**config.mk**
```make
export PLATFORM = sky130hd
export DESIGN_NAME = leb128_stream_encoder
export DESIGN_NICKNAME = d
export VERILOG_FILES = /design/src/rtl/leb128_pkg.sv /design/src/rtl/leb128_stream_encoder_pack_u32.sv /design/src/rtl/leb128_stream_encoder.sv
export SDC_FILE = /design/constraint.sdc
export NUM_CORES = 1
export LEC_CHECK = 0
export ABC_CLOCK_PERIOD_IN_PS = 3150
export CORE_AREA = 4 4 88 98
export DETAILED_ROUTE_END_ITERATION = 16
export DIE_AREA = 0 0 92 102
export PLACE_DENSITY = 0.79
export SLEW_MARGIN = 20
export SYNTH_ARGS = -nofsm -noshare
export SYNTH_HDL_FRONTEND = slang
export SYNTH_SLANG_ARGS = --single-unit
```
**constraint.sdc**
```tcl
create_clock -name clk -period 3.15 [get_ports clk]
set_clock_uncertainty 0.15 [all_clocks]
set_input_delay 0.63 -clock clk [delete_from_list [all_inputs] [get_ports clk]]
set_output_delay 0.63 -clock clk [all_outputs]
set_load 0.01 [all_outputs]
```
**src/rtl/leb128_pkg.sv**
```systemverilog
// Shared types and constants for the unsigned LEB128 encoder.
// Only the u32 flavour is covered, so the packed image is 5 bytes wide.
package leb128_pkg;

    localparam int LEB128_U32_MAX_BYTES = 5;
    localparam int LEB128_CONT_BIT      = 7;
    localparam int LEB128_PK_W          = 8 * LEB128_U32_MAX_BYTES;

    typedef logic [7:0] leb_byte_t;

    typedef enum logic {
        IDLE = 1'b0,
        EMIT = 1'b1
    } enc_state_t;

endpackage

```
**src/rtl/leb128_stream_encoder_pack_u32.sv**
```systemverilog
// Combinational u32 -> LEB128 packer: byte k sits at packed_val[8k +: 8], byte_len is 1..5.
// Zero latency, no flow control; the caller decides when to latch the result.
module pack_u32
    import leb128_pkg::*;
(
    input  logic [31:0]            data_in,
    output logic [LEB128_PK_W-1:0] packed_val,
    output logic [2:0]             byte_len
);

    // more[k] is set when the value needs a byte beyond byte k
    logic [3:0] more;

    always_comb begin
        more[0] = |data_in[31:7];
        more[1] = |data_in[31:14];
        more[2] = |data_in[31:21];
        more[3] = |data_in[31:28];

        byte_len = 3'd1 + {2'b00, more[0]} + {2'b00, more[1]}
                        + {2'b00, more[2]} + {2'b00, more[3]};

        packed_val = '0;
        for (int k = 0; k < LEB128_U32_MAX_BYTES - 1; k++) begin
            packed_val[8*k +: 7]                = data_in[7*k +: 7];
            packed_val[8*k + LEB128_CONT_BIT]   = more[k];
        end
        packed_val[LEB128_PK_W-8 +: 8] = {4'b0000, data_in[31:28]};
    end

endmodule

```
**src/rtl/leb128_stream_encoder.sv**
```systemverilog
// Streaming u32 LEB128 serializer: one word in, one encoded byte out per cycle.
// First byte one cycle after accept; out_ready low freezes the byte and blocks new words.
module leb128_stream_encoder
    import leb128_pkg::*;
#(
    parameter int CNT_W = 16
) (
    input  logic             clk,
    input  logic             rst_n,
    input  logic             clr,
    input  logic             in_valid,
    output logic             in_ready,
    input  logic [31:0]      in_data,
    output logic             out_valid,
    input  logic             out_ready,
    output logic [7:0]       out_byte,
    output logic             out_last,
    output logic             busy,
    output logic [CNT_W-1:0] byte_cnt,
    output logic [CNT_W-1:0] word_cnt
);

    enc_state_t             state_q, state_d;
    logic [LEB128_PK_W-1:0] pk_q, pk_d;
    logic [2:0]             len_q, len_d;
    logic [2:0]             idx_q, idx_d;
    logic [CNT_W-1:0]       byte_cnt_q, byte_cnt_d;
    logic [CNT_W-1:0]       word_cnt_q, word_cnt_d;

    logic [LEB128_PK_W-1:0] pk_w;
    logic [2:0]             len_w;
    logic                   xfer;
    logic                   accept;

    pack_u32 u_pack (
        .data_in    (in_data),
        .packed_val (pk_w),
        .byte_len   (len_w)
    );

    assign out_valid = (state_q == EMIT);
    assign busy      = (state_q == EMIT);
    assign out_byte  = pk_q[{idx_q, 3'b000} +: 8];
    assign out_last  = (idx_q == len_q - 3'd1);
    assign byte_cnt  = byte_cnt_q;
    assign word_cnt  = word_cnt_q;

    assign xfer     = out_valid & out_ready;
    // A word may enter on the last byte's cycle so varints run back to back
    assign in_ready = rst_n & ~clr & ((state_q == IDLE) | (xfer & out_last));
    assign accept   = in_valid & in_ready;

    always_comb begin
        state_d    = state_q;
        pk_d       = pk_q;
        len_d      = len_q;
        idx_d      = idx_q;
        byte_cnt_d = byte_cnt_q;
        word_cnt_d = word_cnt_q;

        if (clr) begin
            state_d    = IDLE;
            byte_cnt_d = '0;
            word_cnt_d = '0;
        end else begin
            if (xfer) begin
                byte_cnt_d = byte_cnt_q + 1'b1;
                if (!out_last) begin
                    idx_d = idx_q + 3'd1;
                end else begin
                    state_d = IDLE;
                end
            end
            if (accept) begin
                state_d    = EMIT;
                pk_d       = pk_w;
                len_d      = len_w;
                idx_d      = 3'd0;
                word_cnt_d = word_cnt_q + 1'b1;
            end
        end
    end

    always_ff @(posedge clk or negedge rst_n) begin
        if (!rst_n) begin
            state_q    <= IDLE;
            pk_q       <= '0;
            len_q      <= 3'd0;
            idx_q      <= 3'd0;
            byte_cnt_q <= '0;
            word_cnt_q <= '0;
        end else begin
            state_q    <= state_d;
            pk_q       <= pk_d;
            len_q      <= len_d;
            idx_q      <= idx_d;
            byte_cnt_q <= byte_cnt_d;
            word_cnt_q <= word_cnt_d;
        end
    end

endmodule

```
After elaboration in Yosys (flattened, before gate mapping)
Cells that the tools add are included.
{"block": "op_classes", "add_sub_neg": 8, "n_eq_ne": 2, "shift": 1, "n_mux": 11, "n_bitwise": 8, "n_reduce_logical": 12}
{"op": "16-bit 2-to-1 mux", "count": 4}
{"op": "40-bit by 7-bit indexed part select with 8-bit output", "count": 1}
{"op": "16-bit by 1-bit adder with 16-bit output (second input constant)", "count": 2}
{"op": "25-bit OR reduction", "count": 1}
{"op": "18-bit OR reduction", "count": 1}
{"op": "11-bit OR reduction", "count": 1}
{"op": "3-bit by 1-bit adder with 3-bit output", "count": 3}
{"op": "3-bit 2-to-1 mux", "count": 3}
{"op": "2-bit nonzero test", "count": 3}
{"op": "3-bit nonzero test", "count": 2}
{"op": "1-bit AND", "count": 5}
{"op": "1-bit 2-to-1 mux", "count": 4}
{"op": "2-bit AND reduction", "count": 2}
{"op": "4-bit OR reduction", "count": 1}
{"op": "3-bit by 1-bit adder with 3-bit output (second input constant)", "count": 1}
{"op": "3-bit equality test", "count": 1}
{"op": "3-bit AND reduction", "count": 1}
{"op": "3-bit by 1-bit subtractor with 3-bit output (second input constant)", "count": 1}
{"op": "1-bit by 1-bit adder with 2-bit output (first input constant)", "count": 1}
{"op": "2-bit by 1-bit inequality test with 1-bit output (second input constant)", "count": 1}
{"op": "1-bit inverter", "count": 2}
{"op": "1-bit bitwise OR", "count": 1}
{"block": "word_totals", "reg_bits": 75, "in_bits": 37, "output_inout_bits": 44, "word_cells": 48}

Logic depth before layout (Yosys ltp)
Gate-level depths: netlist (run 1).
{"block": "depth", "ltp_word": 8, "depth_mapped": 8, "ltp_nobuf": 8}

Cells and area by module
Synthesis (run 1) repeated with hierarchy kept, for this count alone.
{"block": "hier_totals", "cells_unflattened": 416, "area_unflattened_um2": 4385.5}
{"mod": "leb128_stream_encoder", "instances": 1, "cells_each": 358, "area_per_inst_um2": 3942.5, "seq_area_each_um2": 1976.9}
{"mod": "pack_u32", "instances": 1, "cells_each": 58, "area_per_inst_um2": 442.9, "seq_area_each_um2": 0.0}

Least setup slack after synthesis (run 1)
No wires, ideal clock.
{"block": "synth_timing", "path_type": "in2reg", "start": "input port in_data[28]", "end": "register len_q[1]", "setup_ns": 0.079, "arrival_ns": 3.141, "required_ns": 2.921, "path_slack_ns": -0.220, "path_stages": 8, "n_path_buf": 0, "path_cell_list": "or4_1 -> nand3b_1 -> nor3_1 -> fa_1 -> ha_1 -> inv_1 -> fa_1 -> mux2i_1"}
{"block": "synth_between", "elab_cells_between_ends": 8, "cone_classes": "add/sub (4); reduce/logical (4)"}
{"element": "start, declared", "line_no": "leb128_stream_encoder.sv:13", "text": "input logic [31:0] in_data,"}
{"element": "11-bit OR reduction", "line_no": "leb128_stream_encoder_pack_u32.sv:17", "text": "more[2] = |data_in[31:21];"}
{"element": "net pk_w[23]", "line_no": "leb128_stream_encoder.sv:30", "text": "logic [LEB128_PK_W-1:0] pk_w;"}
{"element": "3-bit by 1-bit adder with 3-bit output (2 in a row)", "line_no": "leb128_stream_encoder_pack_u32.sv:21", "text": "+ {2'b00, more[2]} + {2'b00, more[3]};"}
{"element": "end signal, assigned", "line_no": "leb128_stream_encoder.sv:95", "text": "len_q <= len_d;"}
{"element": "end, declared", "line_no": "leb128_stream_encoder.sv:25", "text": "logic [2:0] len_q, len_d;"}
The timed path passes the listed nets, and every way through them passes these cells.
A chain may end at the register's enable or synchronous reset.

Final worst setup path (run 1)
{"block": "layout_timing", "start": "input port in_data[21]", "end": "register len_q[1]"}
The elaborated chain is that of the path after synthesis.

==> impl_metrics.yaml, run 1 <==
cells_and_area:
  num-fill-cells: 619
  drive_gt1_frac: 0.2200
  layout_common_cells: "dfrtp_1 (75), clkdlybuf4s50_1 (70), mux2_2 (38)"
  seqCellArea_sq_um: 1877
  multiInputGateArea_sq_um: 1869
  nets: 481
  insertedDiodeCount: 0
  layout_commonest_cell: "dfrtp_1"
  area_growth_pct: 32.46
floorplan:
  ioPinCount: 81
  die_w_microns: 92
  row_count: 34
  die_area_sq_um: 9384
  die_h_microns: 102
  initial_utilization: 0.4939
  core_region_area_sq_um: 7742
setup_path:
  worstSetupPathType: "in -> reg"
  cp_max_fo: 4
  setup.worst_path.start_class: "input port"
  r2r-end: "word_cnt[12]$_DFFE_PN0P_"
  r2r_setup_slack_ns: 0.36
  endpoint_kind: "flop"
  r2r_start: "len_q[0]$_DFFE_PN0P_"
  reg2regPathDepth: 7
  crit_arrival_ns: 3.15
  required_ns: 3.21
power_and_ir_drop:
  p_total_mw: 3.192
  pwr-share-clk: 0.194
  powerDensity_nw_per_um2: 630.3
  leakage_nw: 2.061
  seqPwrFrac: 0.429
  internal_power_mw: 2.233
  power_frac_comb: 0.377
  switchingPower_uw: 959.5
  sw_frac_of_total: 0.3006
  ir_drop_mv: 0.5160
synthesis:
  syn_avg_cell_area_sq_um: 11.18
  yosys_warnings: 0
  syn_nets: 386
  yosysSeqAreaShare: 0.4908
  synth.distinct_cells: 44
  synth_cells: 342
  syn-cell-area_sq_um: 3824
  ys_ff_latch: 75
drt:
  remaining_drc_errors: 0
  firstDrtPassIters: 4
  drt_first_iter_violations: 117
  vias: 3038
  avgRoutedWirePerCell_microns: 15.76
  vias_per_cell: 5.534
  drt_wl_total_microns: 8650
  ant_nets: 0
clock_tree:
  clockRootBuffer: "clkbuf_8"
  clock_latency_ns: 0.33
  hold_buffers: 0
  cts_tree: "built"
  numCtsBuffers: 9
  clock_sinks: 75
  clk_pin_slew_ns: 0.08
  h-tree-depth: 3
  clockBufferDepth: 2
  cts_setup_buffers: 0
timing:
  setup_viol: 0
  drv_slew: 0
  maxSlewHeadroom: 0.6760
  tns_ns: 0
  finalCritPeriodShare: 0.9811
  hold_violations: 0
  worst_pin_slew_ns: 0.4860
  period_minus_slack_ns: 3.090
  max_freq_mhz: 323.6
hold_path:
  hp-class: "in -> async"
global_route:
  grt_usage: 0.1922
  grt_pass1_wl_microns: 14500
  grt_overflow: 0
  antenna_found_initial: 0
  grt_pass1_vias: 3092
  grt_max_degree: 41
status:
  status: "completed"
placed_design:
  hpwl_microns: 6396
  place_congestion: 0.8163
  portBuffers: 80
flow_run:
  max_cap_viol_count: 0
## area by class of cell
type,count,area share
clock buffers,12,0.02866
multi-input cells,237,0.3691
well taps,108,0.02668
inverters,13,0.009634
clock inverters,3,0.002964
flip-flops and latches,75,0.3706
repair buffers,101,0.1924
## critical path, cell delays in order
cell and delay [ns]:
clkdlybuf4s50_1 0.42, nor3_1 0.27, nand3b_1 0.23, or2_4 0.30
fa_1 0.52, ha_2 0.18, inv_2 0.04, fa_2 0.51
mux2i_1 0.06
## layer usage
metal  wire length [microns]  global-route usage  vias up  part of all wire
met2                    4452              0.3433       80              0.51
li1                        -                   -     1443                 -
met5                       0                   0        -                 0
met1                    3714              0.2401     1511              0.43
met3                     433             0.04197        4             0.050
met4                      49             0.04686        0            0.0057
## logic make-up (layout without fill, tap and decap cells)
family | count (synthesis) | after routing | synth area share
multiplexers | 47 | 47 | 0.1616
buffers and inverters | 30 | 129 | 0.03207
adder cells (fa/ha/maj) | 7 | 7 | 0.02683
XOR/XNOR | 15 | 15 | 0.03829
AND/OR/NAND/NOR | 116 | 116 | 0.1633
flip-flops | 75 | 75 | 0.4908
AO/OA/AOI/OAI | 52 | 52 | 0.08705
## Yosys cell counts (all sizes together)
library cell | number | area (sq um)
a21o | 1 | 7.510
and4 | 5 | 43.79
a21bo | 1 | 10.01
or3 | 8 | 50.05
o21ai | 18 | 90.09
ha | 5 | 62.56
fa | 2 | 40.04
or4 | 4 | 30.03
o31ai | 6 | 45.04
inv | 12 | 45.04
a21boi | 1 | 7.510
o31a | 2 | 17.52
nand2b | 1 | 6.260
nand2 | 15 | 56.30
clkbuf | 9 | 33.78
buf | 8 | 40.04
a31o | 2 | 17.52
mux2i | 1 | 10.01
o311a | 3 | 30.03
dfrtp | 75 | 1877
nand4 | 8 | 50.05
nor4 | 9 | 56.30
and2 | 7 | 43.79
and3 | 4 | 25.02
clkinv | 1 | 3.750
o41a | 1 | 11.26
mux2 | 38 | 427.9
nor2 | 22 | 85.09
nand3 | 18 | 90.09
nor3b | 1 | 7.510
xor3 | 1 | 23.77
a21oi | 12 | 60.06
xnor2 | 7 | 61.31
xor2 | 7 | 61.31
mux4 | 8 | 180.2
nor2b | 3 | 18.77
a31oi | 1 | 6.260
or2 | 1 | 6.260
o21a | 4 | 30.03
nand3b | 2 | 15.01
nor3 | 8 | 40.04
## how the worst max path moves through the flow
stage,from,end,cells after the start
finish,in_data[21],len_q[1]$_DFFE_PN0P_,9
global route,in_data[21],len_q[1]$_DFFE_PN0P_,9
CTS,in_data[22],len_q[1]$_DFFE_PN0P_,10
detailed placement,in_data[28],len_q[2]$_DFFE_PN0P_,9
global placement,in_data[28],len_q[2]$_DFFE_PN0P_,9
floorplan,in_data[28],len_q[1]$_DFFE_PN0P_,8
## per-stage QoR
stage,util,std cells,cell area (sq um),hold slack [ns],setup slack [ns]
global placement,0.6314,534,4888,0.3354,-0.4477
CTS,0.6527,549,5054,0.2416,0.004660
global route,0.6542,549,5065,0.2673,-0.01037
floorplan,-,342,3841,0.1844,0.008976
detailed placement,0.6314,534,4888,0.3423,-0.5332
finish,0.6542,549,5065,0.2397,0.05967
## flip-flops by register name, summed over array words and instances, names as in the netlist
| register | cells |
|---|---|
| idx_q | 3 |
| len_q | 3 |
| pk_q | 36 |
| busy | 1 |
| word_cnt | 16 |
| byte_cnt | 16 |
## power groups by stage
stage | Clock (mW) | Sequential, mW | Combinational, mW
after floorplan | 0 | 1.33 | 0.718
after global placement | 0 | 1.37 | 1.19
after detailed placement | 0 | 1.39 | 1.21
after CTS | 0.638 | 1.37 | 1.22
after global routing | 0.681 | 1.40 | 1.32
final | 0.619 | 1.37 | 1.20
## what timing repair did
| item | 4_1_cts | 5_1_grt |
|---|---|---|
| gates cloned | 0 | 0 |
| setup endpoints to repair | 3 | 2 |
| pin swaps | 3 | 7 |
| resized for setup | 7 | 15 |
Note: power is estimated with default switching activity, not from simulation.
==> inputs of run 2 (changes only) <==
Settings changed: CTS_CLUSTER_SIZE set to 30.
==> results of run 2 <==
No change in the layout: final DEF, timing and power equal those of run 1.
==> inputs of run 3 (changes only) <==
Settings changed: CORE_AREA 4 4 88 98 to 3 3 87 97, DIE_AREA 0 0 92 102 to 0 0 90 100, PLACE_DENSITY 0.79 to 0.77.
==> impl_metrics.yaml, run 3 (synthesized netlist as in run 1, its figures left out) <==
timing:
  worst_pin_slew_ns: 0.9418
  finalCritPeriodShare: 0.9804
  drv_slew: 0
  hold_slack_ns: 0.3599
  setup_viol: 0
  maxSlewHeadroom: 0.3721
  period_minus_slack_ns: 3.088
  tns_ns: 0
  max_freq_mhz: 323.8
  setup_slack_ns: 0.06161
  hold_violations: 0
flow_run:
  max_cap_viol_count: 0
setup_path:
  cp_num_cells: 6
  cp_max_fo: 3
  worstSetupPathType: "reg -> out"
  reg2regPathDepth: 7
  path_delay_family: "buffers and inverters"
  worstPathCellList: "inv_1 > ha_1 > xor3_1 > nor3_2 > buf_4 > clkdlybuf4s50_1"
  path_buf_inv: 3
  endpoint_kind: "output port"
  cp_slowest_cell: "clkdlybuf4s50_1"
  setup.worst_path.start_class: "flop"
  slowest_delay_ns: 0.53
  crit_arrival_ns: 2.31
  required_ns: 2.37
global_route:
  antenna_found_initial: 0
  grt_max_degree: 76
  grtUsageMet3: 0.04723
  use_met2: 0.3649
  grt.busiest_layer: "met2"
  grt_overflow: 0
  grt_usage: 0.2031
  use_met1: 0.2464
  grt_pass1_wl_microns: 14810
  grt_pass1_vias: 3104
cells_and_area:
  finalNonFillerCells: 550
  insertedDiodeCount: 0
  largest-register: "pk_q"
  num-fill-cells: 597
  stdcell_area_sq_um: 5110
  nets: 484
  multiInputGateArea_sq_um: 1877
  post-route-util: 0.6800
  seqCellArea_sq_um: 1877
  largest_reg_flops: 36
  layout_common_cells: "dfrtp_1 (75), clkdlybuf4s50_1 (71), mux2_2 (38)"
  drive_gt1_frac: 0.2225
  layout_commonest_cell: "dfrtp_1"
  area_growth_pct: 33.64
drt:
  drt_first_iter_violations: 114
  ant_nets: 0
  vias_per_cell: 5.611
  drt_wl_total_microns: 9020
  avgRoutedWirePerCell_microns: 16.40
  remaining_drc_errors: 0
  firstDrtPassIters: 4
  vias: 3086
floorplan:
  row_count: 33
  ioPinCount: 81
  die_area_sq_um: 9000
  initial_utilization: 0.5088
  core_region_area_sq_um: 7515
  die_h_microns: 100
  die_w_microns: 90
status:
  status: "completed"
clock_tree:
  cts_tree: "built"
  h-tree-depth: 3
  clock_sinks: 75
  clockRootBuffer: "clkbuf_8"
  clock_latency_ns: 0.35
  clockBufferDepth: 2
  numCtsBuffers: 9
  clk_pin_slew_ns: 0.08
placed_design:
  post-place-ws_ns: -0.5366
  hpwl_microns: 6342
  place_congestion: 0.8360
  placed_cells: 533
  post_dp_cell_area_sq_um: 4875
  portBuffers: 80
power_and_ir_drop:
  p_total_mw: 3.337
  leakage_nw: 2.061
  ir_drop_mv: 0.5320
  powerDensity_nw_per_um2: 653.0
hold_path:
  min_path_cells: 1
  hp-class: "reg -> reg"
## run 3: cell types whose count changed in the layout (fill, tap and decap cells not counted), sizes merged, moves of 2 or more
cell / change
buf: +3
clkbuf: -5
clkinvlp: +3
dlygate4sd2: +3
dlymetal6s2s: -2
## run 3: repair_timing
action                                 in CTS  in global routing
hold buffers                                0                  0
pin swaps                                   7                  6
buffers inserted                            1                  0
setup endpoints to repair                   3                  4
endpoints found under the hold margin       0                  0
gates resized for setup                     9                  9
## run 3: where the power goes
part	internal, mW	total (mW)	switching, mW
sequential	1.21	1.37	0.155
clock	0.366	0.744	0.377
combinational	0.714	1.22	0.510
## run 3: worst reg2reg max path, cell delays in order, from the launching register on
cell and delay, ns:
dfrtp_1 0.39, inv_1 0.06, ha_1 0.21, xor3_1 0.43, o41a_1 0.64, buf_4 0.29, or4_1 0.51, a21oi_1 0.16
## run 3: area by class of cell
type                            instances  area share
Clock buffer                           10     0.02498
Clock inverter                          6     0.01298
Inverter                               13    0.009549
Multi-Input combinational cell        237      0.3673
Sequential cell                        75      0.3673
Tap cell                              105     0.02571
Timing Repair Buffer                  104      0.1922
## run 3: final timing paths
path,startpoint,endpoint,slack [ns]
max in group asynchronous,rst_n,pk_q[16]$_DFFE_PN0P_,1.85
setup reg to reg,len_q[0]$_DFFE_PN0P_,word_cnt[9]$_DFFE_PN0P_,0.25
hold reg to reg,pk_q[30]$_DFFE_PN0P_,pk_q[30]$_DFFE_PN0P_,0.36
min in group asynchronous,rst_n,word_cnt[11]$_DFFE_PN0P_,0.40
setup / recovery,len_q[0]$_DFFE_PN0P_,out_last,0.06
hold / removal,pk_q[30]$_DFFE_PN0P_,pk_q[30]$_DFFE_PN0P_,0.36
## run 3: routing by layer
layer	routed length, microns	share of wire
met4	112	0.012
met2	4676	0.52
met1	3745	0.42
met3	484	0.054
met5	0	0
